`config.mk`:
```
export PLATFORM = sky130hd
export DESIGN_NAME = fir_mc
export DESIGN_NICKNAME = d
export VERILOG_FILES = /design/src/rtl/fir_mc.sv
export SDC_FILE = /design/constraint.sdc
export NUM_CORES = 1
export LEC_CHECK = 0
export CAP_MARGIN = 20
export CORE_ASPECT_RATIO = 0.9
export CORE_MARGIN = 2
export CORE_UTILIZATION = 34
export CTS_BUF_LIST = sky130_fd_sc_hd__clkbuf_16
export DETAILED_ROUTE_END_ITERATION = 10
export GPL_TIMING_DRIVEN = 0
export REMOVE_ABC_BUFFERS = 1
export SETUP_SLACK_MARGIN = 0.5
export SLEW_MARGIN = 40
export SYNTH_ARGS = -nofsm -noshare
export SYNTH_HDL_FRONTEND = slang
export SYNTH_SLANG_ARGS = --single-unit
```
`constraint.sdc`:
```
create_clock -name clk -period 7.3 [get_ports clk]
set_input_delay 1.46 -clock clk [delete_from_list [all_inputs] [get_ports clk]]
set_output_delay 1.46 -clock clk [all_outputs]
set_load 0.005 [all_outputs]
```
`src/rtl/fir_mc.sv`:
```
// Multi-channel time-multiplexed FIR: NC delay lines share one registered multiplier and accumulator.
// Define FIR_SAT_EN to make output narrowing saturate; otherwise it wraps.

module fir_mc_dline #(
  parameter int T  = 4,
  parameter int NI = 8
) (
  input  logic                  clk,
  input  logic                  rst_n,
  input  logic                  clr_i,
  input  logic                  shift_i,
  input  logic [NI-1:0]         x_i,
  output logic [T-1:0][NI-1:0]  taps_o
);
  logic [T-1:0][NI-1:0] taps_q;

  always_ff @(posedge clk or negedge rst_n) begin
    if (!rst_n)       taps_q <= '0;
    else if (clr_i)   taps_q <= '0;
    else if (shift_i) taps_q <= {taps_q[T-2:0], x_i};
  end

  assign taps_o = taps_q;
endmodule

module fir_mc #(
  parameter int T     = 4,
  parameter int NI    = 8,
  parameter int NW    = 8,
  parameter int NO    = 16,
  parameter int NC    = 2,
  parameter int SHIFT = 0,
  localparam int CW   = (NC > 1) ? $clog2(NC) : 1
) (
  input  logic                  clk,
  input  logic                  rst_n,
  input  logic                  clr_i,
  input  logic [T-1:0][NW-1:0]  w_i,
  input  logic                  in_valid_i,
  output logic                  in_ready_o,
  input  logic [CW-1:0]         in_ch_i,
  input  logic [NI-1:0]         x_i,
  output logic                  out_valid_o,
  input  logic                  out_ready_i,
  output logic [CW-1:0]         out_ch_o,
  output logic [NO-1:0]         y_o
);
  localparam int NA = NI + NW + $clog2(T);
  localparam int NM = NI + NW;
  localparam int KW = $clog2(T + 1);
  localparam int KI = $clog2(T);
  localparam int MW = ((NA > NO) ? NA : NO) + 1;
  localparam logic signed [MW-1:0] YMAX = {{(MW-NO+1){1'b0}}, {(NO-1){1'b1}}};
  localparam logic signed [MW-1:0] YMIN = {{(MW-NO+1){1'b1}}, {(NO-1){1'b0}}};

  localparam logic [1:0] S_IDLE = 2'd0;
  localparam logic [1:0] S_MAC  = 2'd1;
  localparam logic [1:0] S_OUT  = 2'd2;

  logic [1:0]              state_q, state_d;
  logic [KW-1:0]           k_q, k_d;
  logic [CW-1:0]           ch_q, ch_d;
  logic signed [NA-1:0]    acc_q, acc_d;
  logic signed [NM-1:0]    prod_q, prod_d;
  logic                    pv_q, pv_d;

  logic [NC-1:0][T-1:0][NI-1:0] dl;
  logic [NC-1:0]                shift;
  logic                         accept, ch_ok;
  logic [KI-1:0]                kidx;
  logic signed [NM-1:0]         mul;

  assign in_ready_o  = (state_q == S_IDLE) && !clr_i;
  assign accept      = in_valid_i && in_ready_o;
  assign ch_ok       = int'(in_ch_i) < NC;
  assign out_valid_o = (state_q == S_OUT);
  assign out_ch_o    = ch_q;

  for (genvar c = 0; c < NC; c++) begin : g_ch
    assign shift[c] = accept && ch_ok && (int'(in_ch_i) == c);
    fir_mc_dline #(.T(T), .NI(NI)) u_dline (
      .clk     (clk),
      .rst_n   (rst_n),
      .clr_i   (clr_i),
      .shift_i (shift[c]),
      .x_i     (x_i),
      .taps_o  (dl[c])
    );
  end

  // Product is registered, so the accumulator trails issue by one cycle: k runs 0..T.
  assign kidx = k_q[KI-1:0];
  assign mul  = NM'($signed(w_i[kidx])) * NM'($signed(dl[ch_q][kidx]));

  always_comb begin
    state_d = state_q;
    k_d     = k_q;
    ch_d    = ch_q;
    acc_d   = acc_q;
    prod_d  = prod_q;
    pv_d    = pv_q;
    if (clr_i) begin
      state_d = S_IDLE;
      k_d     = '0;
      ch_d    = '0;
      acc_d   = '0;
      pv_d    = 1'b0;
    end else begin
      case (state_q)
        S_IDLE: if (accept && ch_ok) begin
          state_d = S_MAC;
          k_d     = '0;
          ch_d    = in_ch_i;
          acc_d   = '0;
          pv_d    = 1'b0;
        end
        S_MAC: begin
          if (pv_q) acc_d = acc_q + NA'(prod_q);
          if (k_q == KW'(T)) begin
            state_d = S_OUT;
            pv_d    = 1'b0;
          end else begin
            prod_d = mul;
            pv_d   = 1'b1;
            k_d    = k_q + 1'b1;
          end
        end
        S_OUT: if (out_ready_i) state_d = S_IDLE;
        default: state_d = S_IDLE;
      endcase
    end
  end

  always_ff @(posedge clk or negedge rst_n) begin
    if (!rst_n) begin
      state_q <= S_IDLE;
      k_q     <= '0;
      ch_q    <= '0;
      acc_q   <= '0;
      prod_q  <= '0;
      pv_q    <= 1'b0;
    end else begin
      state_q <= state_d;
      k_q     <= k_d;
      ch_q    <= ch_d;
      acc_q   <= acc_d;
      prod_q  <= prod_d;
      pv_q    <= pv_d;
    end
  end

  // acc_q is frozen in OUT, so Y stays stable under backpressure.
  logic signed [NA-1:0] sh;
  logic signed [MW-1:0] sh_w;
  assign sh   = acc_q >>> SHIFT;
  assign sh_w = {{(MW-NA){sh[NA-1]}}, sh};

`ifdef FIR_SAT_EN
  assign y_o = (sh_w > YMAX) ? NO'(YMAX) :
               (sh_w < YMIN) ? NO'(YMIN) : NO'(sh_w);
`else
  assign y_o = NO'(sh_w);
`endif
endmodule

```
# Word-level counts from Yosys, hierarchy flattened

Cells that the tools add are included.
W data, S select, Z words.

$add $sub $neg: 2
Muxes and demuxes: 30
Order comparisons: 2
$mul: 1
Reduce and logical (&&, ||, !) cells: 17
Eq/ne operators: 8
Bitwise operators: 3

Operators by type and width:

| cell                  | count |
|---|---|
| $mux W32              | 6 |
| $mux W18              | 3 |
| $pmux W18 S2          | 1 |
| $bmux W8 S2           | 2 |
| $add A18 B16 Y18      | 1 |
| $mul A8 B8 Y16        | 1 |
| $mux W8               | 2 |
| $ne A3 B3 Y1 const B  | 4 |
| $reduce_and A3 Y1     | 4 |
| $mux W3               | 3 |
| $mux W2               | 4 |
| $reduce_bool A2 Y1    | 4 |
| $mux W1               | 6 |
| $pmux W2 S3           | 1 |
| $pmux W3 S2           | 1 |
| $logic_and A1 B1 Y1   | 4 |
| $reduce_and A2 Y1     | 2 |
| $add A3 B1 Y3 const B | 1 |
| $eq A3 B3 Y1 const B  | 1 |
| $lt A2 B3 Y1 const B  | 1 |
| $ne A3 B2 Y1 const B  | 1 |
| $not A1 Y1            | 3 |
| $reduce_bool A3 Y1    | 1 |
| $eq A2 B1 Y1 const B  | 1 |
| other kinds (5)       | 5 |

Output and inout port bits: 19
Bits in registers: 105
Input bits: 46

# Longest topological paths before layout

Gate-level depths: netlist of run 1.

Depth after elaboration: 6
Mapped depth: 21
Mapped depth without buffers: 19

# By module

A second synthesis of run 1 with hierarchy kept.

Cells, all modules: 787
Area total of the unflattened synthesis: 8172.8 sq um

By module, submodules not included:

| module       | area an instance (sq um) | seq. area each (sq um) | cells each | times used |
|---|---|---|---|---|
| fir_mc       | 5525.3                   | 975.9                  | 581        | 1 |
| fir_mc_dline | 1323.8                   | 800.8                  | 103        | 2 |

# Worst setup path before layout of run 1

No wires, ideal clock.

Kind: in2reg
From: input port w_i[31] (netlist bit)
To: register prod_q[15]
Library setup time: 135 ps
Data arrival time: 5563 ps
Stages: 14
Buffers on the path: 0
Required time: 7165 ps
Path slack: 1602 ps
Cells stage by stage: mux4_2 and2_1 fa_1 inv_1 fa_1 fa_1 fa_1 inv_1 ha_1 a21o_1 a311oi_1 o21bai_1 xnor2_1 o21ai_0

Word-level cells in the longest chain between the ends: 3

Ends and longest elaborated chain:

| what                          | RTL line | RTL |
|---|---|---|
| start, declared               | 38       | `input logic [T-1:0][NW-1:0] w_i,` |
| $bmux W8 S2                   | 93       | `assign mul = NM'($signed(w_i[kidx])) * NM'($signed(dl[ch_q][kidx]));` |
| $mux W8 (not written as such) | 93       |  |
| $mul A8 B8 Y16                | 93       |  |
| end signal, assigned          | 147      | `prod_q <= prod_d;` |
| end, declared                 | 64       | `logic signed [NM-1:0] prod_q, prod_d;` |

Every way passes these cells. The select of a mux whose other input is x is not followed.
A chain may end at the register's enable or synchronous reset.

# Worst setup path in the final report of run 1

From: input port w_i[5] (netlist bit)
To: register prod_q[15]

The elaborated chain is that of the path after synthesis.

==> flow_metrics.tcl, run 1 <==
set metrics [dict create \
    status "complete, no violations" \
    netlist.area_leader.share_pct 32.1 \
    syn2layout_area_growth_pct 15.8 \
    cp.required_ns 7.52 \
    leakagePower_nw 4.27 \
    die_h_um 150 \
    cts_setup_buffers 0 \
    rows 53 \
    grt_usage_pct 15.0 \
    dieArea_sq_um 24900 \
    netlist_area_sq_um 8040 \
    stdcell_area_sq_um 9310 \
    yosys_warnings 0 \
    synth-seq-cells 103 \
    drc 0 \
    n_fill_cell 2316 \
    synthTopCellsByArea "dfrtp_1 32%, fa_1 14%, nand2_1 7.7%, ha_1 7.2%, mux4_2 5.6%" \
    io_pins 65 \
    max_slew_margin_pct 47.5 \
    arrival_ns 6.51 \
    finalSetupViolCount 0 \
    multi_input_area_sq_um 4990 \
    diodes 0 \
    crit_chain "clkdlybuf4s50_1 > mux2_2 > o21ai_0 > nor2_1 > fa_1 > fa_1 > fa_1 > inv_1 > fa_1 > inv_1 > ha_1 > nor3_1 > o211ai_1 > a311oi_1 > o21bai_1 > xnor2_1 > o21ai_0" \
    place_area_sq_um 9000 \
    floorplan.initialDensity_pct 34.5 \
    cts_hold_buf 0 \
    gp_congestion 0.791 \
    wl_um 17500 \
    p_per_area_nw_per_um2 216 \
    cts_sinks 103 \
    fin_cells 1199 \
    cpMaxStageDelayCell "o21ai_0" \
    drt_iter0_drc 391 \
    startpoint_type "input pin" \
    hold_path.class "flip-flop to flip-flop" \
    grt_max_degree 73 \
    grt_pass1_vias 5976 \
    dp_cells 1183 \
    fin_tns_setup_ns 0 \
    syn_inst 848 \
    post-route-min-period_ns 6.29 \
    max-cap-violations 0 \
    grt_pass1_wl_um 30300 \
    seq_area_frac_synth_pct 32.1 \
    synthArstFlopShare_pct 100 \
    clk_latency_ns 0.36 \
    crit_type "input pin to flip-flop" \
    clk_pin_slew_worst_paths_ns 0.07 \
    slowest_delay_ns 0.57 \
    layout-drive-gt1-share_pct 8.70 \
    max_freq_mhz 159 \
    rsz0062_at_grt "false" \
    cts-root-buf "clkbuf_16" \
    syn_area_per_cell_sq_um 9.48 \
    portBuffers 64 \
    dr.pass1.iters 6 \
    ir_worst_vdd_v 0.000109 \
    ff_latch_area_sq_um 2580 \
    endpoint_kind "flip-flop" \
    layout_setup_ws_ns 1.01 \
    nets 1040 \
    overflow 0 \
    core_area_sq_um 23300 \
    hold_viol 0 \
    hpwl_um 12700 \
    critical_path.max_fanout 5 \
    antenna_found_initial 0 \
    period_share_pct 86.2 \
    synth_edf_count 0 \
    cts_tree "yes" \
    cpMostUsedCell "fa_1" \
    fin_worst_skew_ns 0.0124 \
    drv_slew 0 \
    via_per_inst 4.88 \
    dpl_worst_slack_ns 0.610 \
    postRouteAntennaNets 0 \
    tightest_slew_ns 0.787 \
    cts.path.max_buffers 2 \
    synth.distinct_cells 62 \
    dieWidth_um 166 \
    cts_resized 0 \
    vias 5846 \
    htree_levels 3 \
    synth_ff_type "dfrtp_1" \
    synth_top_area_cell "dfrtp_1" \
    post_drt_wl_per_cell_um 14.6 \
    cts-buffers-inserted 9 \
]
stage by stage:
stage / util, % / power [mW] / hold WS [ns]
after floorplan: - / 1.31 / 0.453
after global placement: 38.2 / 1.50 / 0.470
after detailed placement: 38.7 / 1.52 / 0.475
after CTS: 40.0 / 2.04 / 0.492
after global routing: 40.0 / 2.20 / 0.517
final: 40.0 / 2.01 / 0.487
Yosys cell counts, types with 2 or more instances:
master,number
mux2i_2,2
mux4_2,20
nor3_1,10
and2_1,7
fa_1,56
o21bai_1,4
or2_2,2
and3_2,2
xnor2_1,12
a21oi_1,34
and3_1,3
nand2_1,165
o21ai_1,2
a22o_1,10
buf_2,6
a21o_2,4
nand3b_1,33
a211oi_1,8
ha_1,46
mux2_2,9
o21a_1,10
xor2_1,12
nand2b_1,13
nand3_1,7
a21o_1,8
inv_1,91
dfrtp_1,103
mux2i_1,5
o21ai_0,48
buf_6,2
nor2b_1,16
a31oi_1,3
o31ai_1,4
nor2_1,40
clkbuf_1,24
worst max-delay path: cells and delay by family:
family | cells | cell delay, ns
AOI/OAI and AO/OA | 5 | 1.32
muxes | 1 | 0.27
xor gates and xnor gates | 1 | 0.17
buffers and inverters | 3 | 0.48
and+or+nand+nor | 2 | 0.48
adders and majority gates | 5 | 2.29
area by class of cell:
type | count | area share, %
multi-input combinational | 619 | 53.6
sequential | 103 | 27.7
timing repair buffer | 67 | 7.58
tap | 302 | 4.06
inverter | 92 | 3.71
clock buffer | 9 | 2.42
clock inverter | 7 | 0.874
where the power goes:
part / switching, mW / leakage (nW) / total, mW / internal [mW]
clock network: 0.238 / 0.151 / 0.510 / 0.271
logic: 0.460 / 2.72 / 0.834 / 0.374
registers: 0.0453 / 1.40 / 0.667 / 0.621
total: 0.743 / 4.27 / 2.01 / 1.27
sequential cells by signal, indices dropped and copies added (netlist names):
register and cells:
state_q 2, g_ch.u_dline.taps_o 64, pv_q 1, k_q 3
acc_q 16, prod_q 16, out_ch_o 1
logic make-up (layout without fill, tap and decap cells):
logic type      count (synthesis)  after routing  share of synthesized area, %
fa+ha+maj                     102            102                          21.1
compound gates                149            149                          11.8
flops                         103            103                          32.1
buf+inv                       126            175                          6.29
xor+xnor                       24             24                          2.61
mux                            37             37                          8.11
simple gates                  307            307                          18.0
placed cells by master, fill, tap and decap left out, drive strengths merged, types with 3 or more instances in the layout:
cell	count
nand2	165
dfrtp	103
inv	95
clkdlybuf4s50	62
fa	56
o21ai	51
ha	46
nor2	42
a21oi	34
nand3b	33
mux4	20
nor2b	16
nand2b	13
xor2	12
xnor2	12
a21o	12
o21a	11
nor3	11
a22o	10
mux2	9
clkbuf	9
a211oi	8
and2	8
mux2i	8
nand3	7
and3	5
buf	5
o21bai	4
o31ai	4
a31oi	3
final timing paths:
kind / startpoint / endpoint / slack [ns] / cells past startpoint
max: w_i[5] / prod_q[15]$_DFFE_PN0P_ / 1.01 / 17
min: prod_q[12]$_DFFE_PN0P_ / prod_q[12]$_DFFE_PN0P_ / 0.49 / 2
max reg2reg: out_ch_o$_DFFE_PN0P_ / prod_q[15]$_DFFE_PN0P_ / 1.44 / 16
min reg2reg: prod_q[12]$_DFFE_PN0P_ / prod_q[12]$_DFFE_PN0P_ / 0.49 / 2
max in group asynchronous: rst_n / out_ch_o$_DFFE_PN0P_ / 5.67 / 2
min in group asynchronous: rst_n / acc_q[1]$_DFFE_PN0P_ / 0.95 / 1
per-layer routing:
metal	part of all wire [%]	GRT usage, %
met4	0.85	3.00
met3	2.8	2.64
met2	47	25.4
met5	0	0
met1	49	20.5
(Power assumes the default switching activity.)
==> run 2, diff against run 1 <==
- ABC_CLOCK_PERIOD_IN_PS: unset -> 7300
==> results of run 2 <==
No change in the layout: final DEF, timing and power equal those of run 1.
